`src/rtl/mux_3.sv`:
```
// Registered 3-to-1 word selector: one-cycle latency, illegal select (2'b11) holds the output.
// Optional sticky illegal-select flag sel_err is built when MUX_3_SEL_ERR_EN is defined.
module mux_3 #(
   parameter int WIDTH = 28
) (
   input  logic             clk,
   input  logic             reset,
   input  logic [WIDTH-1:0] in1,
   input  logic [WIDTH-1:0] in2,
   input  logic [WIDTH-1:0] in3,
   input  logic [1:0]       sel,
   output logic [WIDTH-1:0] mux_out
`ifdef MUX_3_SEL_ERR_EN
   ,
   output logic             sel_err
`endif
);

   logic [WIDTH-1:0] mux_out_d;
   logic [WIDTH-1:0] mux_out_q;

   // The illegal code falls through to the default, which keeps the last good selection.
   always_comb begin
      mux_out_d = mux_out_q;
      case (sel)
         2'b00:   mux_out_d = in1;
         2'b01:   mux_out_d = in2;
         2'b10:   mux_out_d = in3;
         default: mux_out_d = mux_out_q;
      endcase
   end

   always_ff @(posedge clk) begin
      if (reset) begin
         mux_out_q <= '0;
      end else begin
         mux_out_q <= mux_out_d;
      end
   end

   assign mux_out = mux_out_q;

`ifdef MUX_3_SEL_ERR_EN
   logic sel_err_d;
   logic sel_err_q;

   // Once an illegal code is seen the flag stays set until the next reset.
   always_comb begin
      sel_err_d = sel_err_q | (sel == 2'b11);
   end

   always_ff @(posedge clk) begin
      if (reset) begin
         sel_err_q <= 1'b0;
      end else begin
         sel_err_q <= sel_err_d;
      end
   end

   assign sel_err = sel_err_q;
`endif

endmodule

```
`config.mk`:
```
export PLATFORM = sky130hd
export DESIGN_NAME = mux_3
export DESIGN_NICKNAME = d
export VERILOG_FILES = /design/src/rtl/mux_3.sv
export SDC_FILE = /design/constraint.sdc
export NUM_CORES = 1
export LEC_CHECK = 0
export ABC_AREA = 0
export CORE_MARGIN = 1.5
export CORE_UTILIZATION = 33
export CTS_BUF_LIST = sky130_fd_sc_hd__clkbuf_4
export DETAILED_ROUTE_END_ITERATION = 12
export GPL_TIMING_DRIVEN = 0
export PLACE_DENSITY = 0.88
export SETUP_SLACK_MARGIN = 0.15
export SLEW_MARGIN = 20
export SYNTH_ARGS = -nofsm -noshare
export SYNTH_HDL_FRONTEND = slang
export SYNTH_SLANG_ARGS = --single-unit
```
`constraint.sdc`:
```
create_clock -name clk -period 1.5 [get_ports clk]
set_input_delay 0.225 -clock clk [delete_from_list [all_inputs] [get_ports clk]]
set_output_delay 0.225 -clock clk [all_outputs]
set_load 0.1 [all_outputs]
```
==> results.sh <==
export IMPL_grt_util_all_layers=0.214
export IMPL_holdCritPathClass="input port to flip-flop"
export IMPL_largest_reg_flops=28
export IMPL_clk_latency_ns=0.33
export IMPL_critPathLaunchType="flip-flop"
export IMPL_htreeDepth=1
export IMPL_hold_viol=0
export IMPL_worst_path_max_delay_cell="dfxtp_1"
export IMPL_synth_cells=138
export IMPL_final_antenna_net_count=0
export IMPL_final_common_cell="clkdlybuf4s50_1"
export IMPL_slew_viol_final=0
export IMPL_yosysUniqueCellTypes=17
export IMPL_syn_area_mm2=0.00141
export IMPL_max_freq_mhz=793
export IMPL_num_vias=1670
export IMPL_maxCapViolCount=0
export IMPL_grt_pass1_vias=1662
export IMPL_tightestPinTransition_ns=0.471
export IMPL_start_util=0.348
export IMPL_setup_viol=0
export IMPL_slew_limit_headroom=0.686
export IMPL_p_leak_nw=1.03
export IMPL_utilization=0.638
export IMPL_drc=0
export IMPL_hold_buffers=0
export IMPL_cts_tree="yes"
export IMPL_grt_max_degree=16
export IMPL_core_rowCount=23
export IMPL_coreArea_mm2=0.00406
export IMPL_fin_crit_ns=1.26
export IMPL_routed_wl_mm=5.05
export IMPL_crit_type="flip-flop to output port"
export IMPL_cp_slowest_stage_delay_ns=0.36
export IMPL_overflow=0
export IMPL_cts_buffers=3
export IMPL_dp_hpwl_mm=3.80
export IMPL_die_x_um=68.5
export IMPL_drtPass1Iterations=4
export IMPL_rsz0062_at_grt="no"
export IMPL_die_y_um=68.5
export IMPL_end_kind="output port"
export IMPL_synth_nets=229
export IMPL_yosysTopAreaCellShare=0.396
export IMPL_cp_required_ns=1.27
export IMPL_yosysWarnings=0
export IMPL_ir_drop_uv=352
export IMPL_timing_final_ws_setup_ns=0.240
export IMPL_finalCritPeriodShare=0.840
export IMPL_drt_iter0_markers=45
export IMPL_dieArea_mm2=0.00469
export IMPL_yosys_top_cells_area="dfxtp_1 40%, a221oi_2 21%, o22ai_1 12%"
export IMPL_place_congestion=0.779
export IMPL_fillers=362
export IMPL_powerDensity_mw_per_mm2=940
export IMPL_antenna_found_initial=0
export IMPL_viasPerCell=5.46
export IMPL_cp_arrival_ns=1.04
export IMPL_layout_common_cells="84 x clkdlybuf4s50_1, 27 x o22ai_1, 27 x nor3_1, 27 x dfxtp_1, 20 x a221oi_2"
export IMPL_path_clk_slew_ns=0.16
export IMPL_worstPathCellList="clkbuf_4"
export IMPL_grt_pass1_wl_mm=7.54
export IMPL_synth_area_per_cell_um2=10.2
export IMPL_status="finished, final reports clean"
export IMPL_syn2layout_area_growth_pct=83.0
export IMPL_ys_seq_elements=28
export IMPL_wl_per_cell_um=16.5
export IMPL_clk_path_buf_depth=2
export IMPL_num_nets_final=348
export IMPL_path_delay_family="flip-flops"
export IMPL_n_antenna_cell=0
export IMPL_crit_fanout=2
export IMPL_ctsResizeCount=161
export IMPL_num_io_pins=116
export IMPL_worst_path_buf_inv=1
export IMPL_cts_sinks=28
export IMPL_ys_seq_area_frac=0.396
export IMPL_drive_above_1_share=0.277
export IMPL_postCtsSetupRepairBufs=0
export IMPL_cts_root_buffer="clkbuf_4"
export IMPL_skew_ns=0
export IMPL_yosysTopAreaCell="dfxtp_1"
export IMPL_port_buffers=114
export IMPL_dp_slack_ns=-0.541
==> Yosys cell counts <==
master,number
ha_1,3
nor3_1,27
inv_1,2
inv_2,1
a2111oi_0,1
buf_6,3
buf_1,1
o22ai_1,27
nand2b_1,1
nor2_1,2
buf_4,1
a221oi_1,8
dfxtp_1,28
clkbuf_1,3
or2_1,1
buf_2,9
a221oi_2,20
==> path summary, 6_finish.rpt <==
check	start	cells after the start	slack (ns)	end
worst min register to register	mux_out[24]	2	0.51	mux_out[24]
worst max register to register	mux_out[24]	2	0.66	mux_out[24]
worst max-delay path	mux_out[21]	1	0.24	mux_out[21]
worst min-delay path	sel[1]	3	0.30	mux_out[24]
==> where the power goes <==
group	switching, mW	internal [mW]
sequential	0.0372	0.820
combinational	0.817	0.436
clock	0.224	0.0977
==> routing by layer <==
layer / track usage / part of all wire
met5: 0 / 0
met4: 0.0775 / 0.018
met3: 0.0362 / 0.076
met2: 0.385 / 0.51
met1: 0.253 / 0.40
==> final cells by class <==
type / count / area [um2] / share of cell area
plain buffers: 17 / 111 / 0.0430
multi-input cells: 90 / 753 / 0.291
repair buffers: 114 / 1060 / 0.410
flip-flops and latches: 28 / 562 / 0.217
well taps: 50 / 62.6 / 0.0242
inverters: 3 / 11.3 / 0.00435
clock buffers: 3 / 22.5 / 0.00870
clock inverters: 1 / 3.75 / 0.00145
==> metrics by stage <==
| step | instance area [um2] | total power, mW | hold WS [ns] | cells | TNS [ns] |
|---|---|---|---|---|---|
| final | 2590 | 2.43 | 0.298 | 306 | 0 |
| after global routing | 2590 | 2.55 | 0.305 | 306 | 0 |
| after CTS | 2560 | 2.43 | 0.354 | 306 | 0 |
| after detailed placement | 2640 | 2.16 | 0.500 | 302 | -18.16 |
| after global placement | 2640 | 2.14 | 0.485 | 302 | -16.71 |
| after floorplan | 1430 | 1.70 | 0.414 | 138 | 0 |
==> cells by family (layout without fill, tap and decap cells) <==
kind of cell | after synthesis | in the layout | synth area share
fa+ha+maj | 3 | 3 | 0.0266
compound gates | 56 | 56 | 0.388
simple gates | 31 | 31 | 0.110
flops | 28 | 28 | 0.396
buf+inv | 20 | 138 | 0.0796
No activity file was read; power rests on OpenSTA's default activity.
